## src/rtl/act_quant.sv

```systemverilog
// Per-vector absmax activation quantizer: serial absmax scan, restoring
// reciprocal divider, then one rounded, saturated multiply per element.
module act_quant #(
    parameter int ARR_WIDTH = 4,
    parameter int FXP_N     = 16,
    parameter int FXP_R     = 8,
    parameter int Q_BITS    = 8,
    parameter int RECIP_F   = 16
) (
    input  logic                     clk,
    input  logic                     rst,
    input  logic                     enable,
    input  logic                     start,
    input  logic signed [FXP_N-1:0]  input_arr [ARR_WIDTH],
    output logic signed [Q_BITS-1:0] output_q  [ARR_WIDTH],
    output logic        [FXP_N-1:0]  scale_out,
    output logic                     done
);

    localparam int QMAX = 2 ** (Q_BITS - 1) - 1;
    localparam int QW   = Q_BITS - 1 + RECIP_F;
    localparam int PW   = FXP_N + QW + 1;
    localparam int IW   = (ARR_WIDTH > 1) ? $clog2(ARR_WIDTH) : 1;
    localparam int CW   = $clog2(QW);

    localparam logic [QW-1:0]        DIVIDEND = QW'(QMAX) << RECIP_F;
    localparam logic signed [PW-1:0] QMAX_P   = PW'(QMAX);
    localparam logic signed [PW-1:0] QMIN_P   = -QMAX_P;
    localparam logic signed [PW-1:0] HALF     = PW'(1) << (RECIP_F - 1);

    if (FXP_R >= FXP_N) begin : g_bad_fmt
        $error("act_quant: FXP_R must be below FXP_N");
    end

    typedef enum logic [2:0] {
        S_IDLE,
        S_MAX,
        S_DIV,
        S_QUANT,
        S_DONE
    } state_t;

    state_t state, state_nxt;

    logic signed [FXP_N-1:0]  x_buf [ARR_WIDTH];
    logic signed [Q_BITS-1:0] q_buf [ARR_WIDTH];
    logic [FXP_N-1:0] absmax;
    logic [QW-1:0]    recip;
    logic [QW-1:0]    num;
    logic [FXP_N-1:0] rem;
    logic [IW-1:0]    idx;
    logic [CW-1:0]    div_cnt;

    logic signed [FXP_N-1:0]  x_sel;
    logic [FXP_N-1:0]         x_abs;
    logic [FXP_N-1:0]         absmax_nxt;
    logic                     last_idx;
    logic                     last_div;
    logic [FXP_N:0]           rem_sh;
    logic                     q_bit;
    logic [FXP_N-1:0]         rem_dif;
    logic signed [PW-1:0]     prod;
    logic signed [PW-1:0]     q_full;
    logic signed [Q_BITS-1:0] q_sat;

    assign done = (state == S_DONE);

    always_comb begin
        x_sel      = x_buf[idx];
        // Two's-complement negate into an unsigned word keeps |min| exact
        x_abs      = x_sel[FXP_N-1] ? FXP_N'(-x_sel) : FXP_N'(x_sel);
        absmax_nxt = (x_abs > absmax) ? x_abs : absmax;
        last_idx   = (idx == IW'(ARR_WIDTH - 1));
        last_div   = (div_cnt == CW'(QW - 1));
        rem_sh     = {rem, num[QW-1]};
        q_bit      = (rem_sh >= {1'b0, absmax});
        rem_dif    = rem_sh[FXP_N-1:0] - absmax;
        prod       = PW'(x_sel) * PW'($signed({1'b0, recip}));
        q_full     = (prod + HALF) >>> RECIP_F;
        if (q_full > QMAX_P) begin
            q_sat = Q_BITS'(QMAX);
        end else if (q_full < QMIN_P) begin
            q_sat = Q_BITS'(-QMAX);
        end else begin
            q_sat = q_full[Q_BITS-1:0];
        end
    end

    always_comb begin
        state_nxt = state;
        if (enable) begin
            unique case (state)
                S_IDLE, S_DONE: if (start) state_nxt = S_MAX;
                S_MAX: begin
                    if (last_idx) begin
                        state_nxt = (absmax_nxt == '0) ? S_QUANT : S_DIV;
                    end
                end
                S_DIV:   if (last_div) state_nxt = S_QUANT;
                S_QUANT: if (last_idx) state_nxt = S_DONE;
                default: state_nxt = S_IDLE;
            endcase
        end
    end

    always_ff @(posedge clk or posedge rst) begin
        if (rst) begin
            state <= S_IDLE;
        end else begin
            state <= state_nxt;
        end
    end

    always_ff @(posedge clk or posedge rst) begin
        if (rst) begin
            for (int j = 0; j < ARR_WIDTH; j++) begin
                x_buf[j]    <= '0;
                q_buf[j]    <= '0;
                output_q[j] <= '0;
            end
            scale_out <= '0;
            absmax    <= '0;
            recip     <= '0;
            num       <= '0;
            rem       <= '0;
            idx       <= '0;
            div_cnt   <= '0;
        end else if (enable) begin
            unique case (state)
                S_IDLE, S_DONE: begin
                    if (start) begin
                        x_buf  <= input_arr;
                        absmax <= '0;
                        idx    <= '0;
                    end
                end
                S_MAX: begin
                    absmax <= absmax_nxt;
                    if (last_idx) begin
                        idx     <= '0;
                        div_cnt <= '0;
                        rem     <= '0;
                        num     <= DIVIDEND;
                        recip   <= '0;
                    end else begin
                        idx <= idx + 1'b1;
                    end
                end
                S_DIV: begin
                    rem     <= q_bit ? rem_dif : rem_sh[FXP_N-1:0];
                    recip   <= {recip[QW-2:0], q_bit};
                    num     <= num << 1;
                    div_cnt <= div_cnt + 1'b1;
                end
                S_QUANT: begin
                    q_buf[idx] <= q_sat;
                    if (last_idx) begin
                        // Publish the whole vector at once on the DONE edge
                        for (int j = 0; j < ARR_WIDTH; j++) begin
                            output_q[j] <= (IW'(j) == idx) ? q_sat : q_buf[j];
                        end
                        scale_out <= absmax;
                        idx       <= '0;
                    end else begin
                        idx <= idx + 1'b1;
                    end
                end
                default: ;
            endcase
        end
    end

endmodule

```

## config.mk

```make
export PLATFORM = sky130hd
export DESIGN_NAME = act_quant
export DESIGN_NICKNAME = d
export VERILOG_FILES = /design/src/rtl/act_quant.sv
export SDC_FILE = /design/constraint.sdc
export NUM_CORES = 2
export LEC_CHECK = 0
export CAP_MARGIN = 30
export CORE_MARGIN = 3
export CORE_UTILIZATION = 62
export CTS_CLUSTER_DIAMETER = 200
export DETAILED_ROUTE_END_ITERATION = 8
export PLACE_DENSITY = 0.82
export SETUP_SLACK_MARGIN = 0.2
export SYNTH_ARGS = -nofsm -noshare
export SYNTH_HDL_FRONTEND = slang
export SYNTH_SLANG_ARGS = --single-unit
export TNS_END_PERCENT = 20
```

## constraint.sdc

```tcl
create_clock -name clk -period 26.2 [get_ports clk]
set_clock_uncertainty 0.05 [all_clocks]
set_input_delay 2.62 -clock clk [delete_from_list [all_inputs] [get_ports clk]]
set_output_delay 2.62 -clock clk [all_outputs]
set_load 0.005 [all_outputs]
```

Word level (Yosys, flattened, before mapping)
Cells that the tools add are included.
W data, S select, Z words.
{"block": "totals", "register_bits": 232, "inputBits": 68, "output_inout_bits": 49, "elab_cells": 96}
{"block": "classes", "add_sub_neg": 5, "n_mul": 1, "order_cmp": 6, "n_eq_ne": 13, "muxes": 34, "n_bitwise": 1, "n_reduce_logical": 16}
{"op": "$mux W16", "n": 7}
{"op": "$pmux W23 S2", "n": 2}
{"op": "$pmux W16 S2", "n": 2}
{"op": "$mux W8", "n": 7}
{"op": "$mux W23", "n": 2}
{"op": "$add A40 B17 Y40 const B", "n": 1}
{"op": "$mul A16 B24 Y40", "n": 1}
{"op": "$bmux W16 S2", "n": 1}
{"op": "$bwmux W32", "n": 1}
{"op": "$gt A24 B8 Y1 const B", "n": 1}
{"op": "$lt A24 B8 Y1 const B", "n": 1}
{"op": "$ge A17 B16 Y1", "n": 1}
{"op": "$demux W8 S2", "n": 1}
{"op": "$gt A16 B16 Y1", "n": 1}
{"op": "$logic_not A16 Y1", "n": 1}
{"op": "$neg A16 Y16", "n": 1}
{"op": "$sub A16 B16 Y16", "n": 1}
{"op": "$reduce_and A3 Y1", "n": 5}
{"op": "$mux W3", "n": 4}
{"op": "$pmux W3 S4", "n": 1}
{"op": "$pmux W5 S2", "n": 1}
{"op": "$ne A2 B2 Y1 const B", "n": 4}
{"op": "$eq A3 B2 Y1 const B", "n": 2}
{"op": "$reduce_bool A2 Y1", "n": 3}
{"op": "other kinds (21)", "n": 24}

Depth between registers and ports, before layout
{"block": "logic_depth", "word_depth": 12, "mapped_depth": 32, "mapped_depth_nobuf": 26}

Least setup slack after synthesis
Ideal clock, no wire load.
{"block": "synth_timing", "path_type": "register -> register", "start": "register idx[0]", "end": "register q_buf[16] in the netlist's numbering", "setup_ns": 0.140, "arrival_time_ns": 8.819, "path_slack_ns": 17.191, "path_stages_with_launch": 29, "path_buffers": 5, "cell_sequence": "dfrtp_1 > buf_1 > clkbuf_1 > mux2i_1 > nand2_1 > o21ai_0 > clkbuf_1 > clkbuf_1 > nor2_1 > fa_1 > fa_1 > fa_1 > fa_1 > fa_1 > inv_1 > fa_1 > inv_1 > ha_1 > clkbuf_1 > nand2_1 > or3_1 > o211ai_1 > a21oi_1 > or4_1 > o2111ai_1 > nand4bb_1 > or4_1 > mux2i_1 > a31oi_1"}
{"block": "synth_via", "elab_chain_cells": 10, "word_cells_on_any_way": 16, "cone_classes": "add/sub (1); mul (1); order compare (4); mux (8); bitwise (1); reduce/logical (1)"}
{"item": "start: declaration", "line": "51", "rtl": "logic [IW-1:0] idx;"}
{"item": "start signal: assignment", "line": "146", "rtl": "idx <= idx + 1'b1;"}
{"item": "start signal: assignment", "line": "165", "rtl": "idx <= idx + 1'b1;"}
{"item": "$not A2 Y3 (implied by the code) (*)", "line": "69, 156"}
{"item": "$bmux W16 S2", "line": "69", "rtl": "x_sel = x_buf[idx];"}
{"item": "$mux W16 (implied by the code) (2 in a row)", "line": "69"}
{"item": "$mul A16 B24 Y40", "line": "78", "rtl": "prod = PW'(x_sel) * PW'($signed({1'b0, recip}));"}
{"item": "$add A40 B17 Y40", "line": "79", "rtl": "q_full = (prod + HALF) >>> RECIP_F;"}
{"item": "$lt A24 B8 Y1", "line": "82", "rtl": "end else if (q_full < QMIN_P) begin"}
{"item": "$mux W8", "line": "82"}
{"item": "$mux W8", "line": "80", "rtl": "if (q_full > QMAX_P) begin"}
{"item": "$bwmux W32 (*)", "line": "156", "rtl": "q_buf[idx] <= q_sat;"}
{"item": "end signal: indexed assignment", "line": "156"}
{"item": "end: declaration", "line": "46", "rtl": "logic signed [Q_BITS-1:0] q_buf [ARR_WIDTH];"}
Every way passes the cells marked *; elsewhere a longest branch is shown, timed or not. The select of a mux whose other input is x is not followed.
A chain may end at the register's enable or synchronous reset.

Worst setup path after layout
{"block": "layout_timing", "start": "register idx[0]", "end": "register output_q[20] in the netlist's numbering"}
{"block": "layout_via", "elab_chain_cells": 10, "word_cells_on_any_way": 14, "cone_classes": "add/sub (1); mul (1); order compare (2); eq/ne (2); mux (6); bitwise (1); reduce/logical (1)"}
{"item": "$not A2 Y3 (implied by the code)", "line": "69"}
{"item": "$bmux W16 S2", "line": "69"}
{"item": "$mux W16 (implied by the code) (2 in a row)", "line": "69"}
{"item": "$mul A16 B24 Y40", "line": "78"}
{"item": "$add A40 B17 Y40", "line": "79"}
{"item": "$lt A24 B8 Y1", "line": "82"}
{"item": "$mux W8", "line": "82"}
{"item": "$mux W8", "line": "80"}
{"item": "$mux W8", "line": "160", "rtl": "output_q[j] <= (IW'(j) == idx) ? q_sat : q_buf[j];"}
{"item": "end signal: indexed assignment", "line": "160"}
{"item": "end: declaration", "line": "15", "rtl": "output logic signed [Q_BITS-1:0] output_q [ARR_WIDTH],"}
Several ways; a longest one is shown, not always the timed one. The select of a mux whose other input is x is not followed.

==> metrics <==
hold_ws=0.424 ns; Syn Std Cell Area=0.0227 mm2; Yosys warning count=0; most frequent cell after synthesis=nand2_1; register bit count reported by yosys=208; number of distinct library cells after synthesis=72; crit-path most repeated cell=fa_1; Area contributors post-synth=fa_1 (26%), dfrtp_1 (23%), ha_1 (9.5%), nand2_1 (7.9%), inv_1 (7.1%); share of the synthesized area in the top cell type=25.8%; cell taking the most area after synthesis=fa_1; H-tree lvl count=1; routed wire length=58,600 um; initial antenna violation count=0; top post-synthesis cells by count=nand2_1 (477), inv_1 (430), fa_1 (292); post-layout minimum cycle time=9.58 ns; CTS tree=built; clock sinks=208; crit-path max FO=27; total iterations of the first detailed-routing run=9; IO Pins=117; CP Data Required Time=26.49 ns; CP startpoint kind=flop; CP arrival=9.87 ns; Layout Nets=3,127; fillcell total=2,703; root buffer cell=clkbuf_16; Mapped Nets=3,096; Slew @ Worst Pin=0.929 ns; Post-CTS Setup Inserts=0; fin. max-slew vios=0; Hold Crit Class=flop to flop; CTS clk-pin slew, worst paths=0.07 ns; worst skew pair latency=0.51 ns; GP Congestion=0.912; number of buffers created by CTS=21; CP top delay family=adder cells; Max-slew headroom=38.1%; Final TNS setup=0 ns; GRT Residual Overflow=0; Final WS setup=16.62 ns; Die W=197 um; number of max-cap violations=0; std cell rows=69; ant diodes=0; Via Count=18,200; first-pass GRT wire length=97,600 um; period utilization=36.6%; setup slack at placement=16.74 ns; area occupied by registers=0.00520 mm2; drt wl/cell=19.1 um; peak supply drop=0.118 mV; DRC viols=0; IO Port Bufs=116; EDFF count, synth=0; gate count of the mapped netlist=2,563; top_reg_cell synth=dfrtp_1; worst path bufs/invs=5; largest net degree at the start of global routing=142; Static Leak=12.3 nW; Area growth syn-to-layout=9.47%; RSZ-0062 raised after global routing=false; die area=0.0389 mm2; Pwr Density=128 mW/mm2; CP max stage delay=0.82 ns; post-route ant nets=0; Post-CTS Hold Buffers=0; multi-input combinational cell area=0.0154 mm2; Syn Area/Cell=8.85 um2; Overall Global Routing Usage=31.1%; Crit Path Category=flop to flop; buffer depth of the longest clock path=3; vias in the first global route=19,500; final hold vios=0; floorplan core area=0.0358 mm2; post-synthesis async set-or-reset flop share=100%; sequential-to-total area share from yosys stat=22.9%; layout cells sized above 1=3.41%; Initial Util=63.3%; Initial DRC Count=1,400; Max Freq=104 MHz; Vias/cell=5.95; Worst setup EP type=flop; HPWL after DPL=43,000 um; Crit-path slowest cell=mux4_2; status=complete, no violations; Setup violations, final=0; PostCTS Resize Cnt=0; chip height=197 um
[registers in the layout, summed over array words and instances (netlist names)]
| name | count |
|---|---|
| num | 7 |
| q_buf | 24 |
| rem | 16 |
| scale_out | 16 |
| output_q | 32 |
| div_cnt | 5 |
| x_buf | 64 |
| absmax | 16 |
| state | 3 |
| recip | 23 |
| idx | 2 |
[stage by stage]
step | cell area [um2] | utilization (%) | instances | power, mW
5_1_grt | 24800 | 69.3 | 3068 | 3.47
3_3_place_gp | 24100 | 67.2 | 3028 | 2.71
4_1_cts | 24800 | 69.2 | 3066 | 3.14
6_report | 24800 | 69.3 | 3068 | 3.17
3_5_place_dp | 24100 | 67.3 | 3030 | 2.80
2_1_floorplan | 22700 | - | 2563 | 2.12
[layout by cell type, fill, tap and decap left out, drive strengths merged, types with 14 or more instances in the layout]
cell / n
nor3: 16
nand3: 20
fa: 292
or3: 25
mux4: 15
ha: 173
mux2i: 24
clkdlybuf4s50: 116
a22o: 28
a21oi: 102
clkbuf: 25
inv: 432
a21o: 19
xnor2: 28
nand2b: 15
nor2: 113
dfrtp: 208
nand2: 477
xor2: 14
nand4: 16
o21ai: 100
buf: 14
and2: 176
o21a: 16
[worst paths after layout]
kind	from	endpoint	slack (ns)	cells past startpoint
min in group asynchronous	rst	output_q[7]$_DFFE_PP0P_	2.42	2
min reg2reg	x_buf[58]$_DFFE_PP0P_	x_buf[58]$_DFFE_PP0P_	0.42	2
min	x_buf[58]$_DFFE_PP0P_	x_buf[58]$_DFFE_PP0P_	0.42	2
max in group asynchronous	rst	recip[12]$_DFFE_PP0P_	21.98	4
max reg2reg	idx[0]$_DFFE_PP0P_	output_q[20]$_DFFE_PP0P_	16.62	25
max	idx[0]$_DFFE_PP0P_	output_q[20]$_DFFE_PP0P_	16.62	25
[per-layer routing]
layer / vias up / GRT usage, % / wire length, um
li1: 8126 / - / -
met1: 9122 / 39.9 / 22900
met2: 792 / 53.7 / 28800
met3: 201 / 4.30 / 4270
met4: 0 / 12.2 / 2630
met5: - / 0 / 0
[worst register-to-register path, stage by stage (launching register included)]
cell       delay, ns
dfrtp_1         0.74
buf_16          0.24
mux4_2          0.83
and2_1          0.33
fa_1            0.54
inv_1           0.06
fa_1            0.61
fa_1            0.47
fa_1            0.51
inv_1           0.06
fa_1            0.54
inv_1           0.06
fa_1            0.55
inv_1           0.05
ha_1            0.30
nand2_1         0.07
o21bai_1        0.20
or3_1           0.39
o211ai_1        0.55
a2111oi_2       0.20
o31ai_1         0.38
a2bb2oi_1       0.19
a2111oi_1       0.47
a41oi_2         0.33
nor2_1          0.51
a21oi_1         0.19
[area by class of cell]
cell class                 instances  area share (%)
clock buffer                      25            2.30
clock inverter                    11           0.504
inverter                         430            6.53
multi-input combinational       1803            62.1
sequential                       208            21.0
tap                              461            2.32
timing repair buffer             130            5.29
[cells by family (layout without fill, tap and decap cells)]
family                   count (synthesis)  count (layout)  share of synthesized area (%)
buffers and inverters                  552             596                           9.14
multiplexers                            46              46                           2.89
flip-flops                             208             208                           22.9
AO/OA/AOI/OAI                          338             338                           9.45
XOR/XNOR                                42              42                           1.62
adder cells (fa/ha/maj)                465             465                           35.3
AND/OR/NAND/NOR                        912             912                           18.6
[power breakdown]
part / switching (mW) / total (mW) / internal, mW
combinational: 1.42 / 2.27 / 0.849
clock: 0.129 / 0.305 / 0.176
sequential: 0.134 / 0.593 / 0.459
Note: power is estimated with default switching activity, not from simulation.
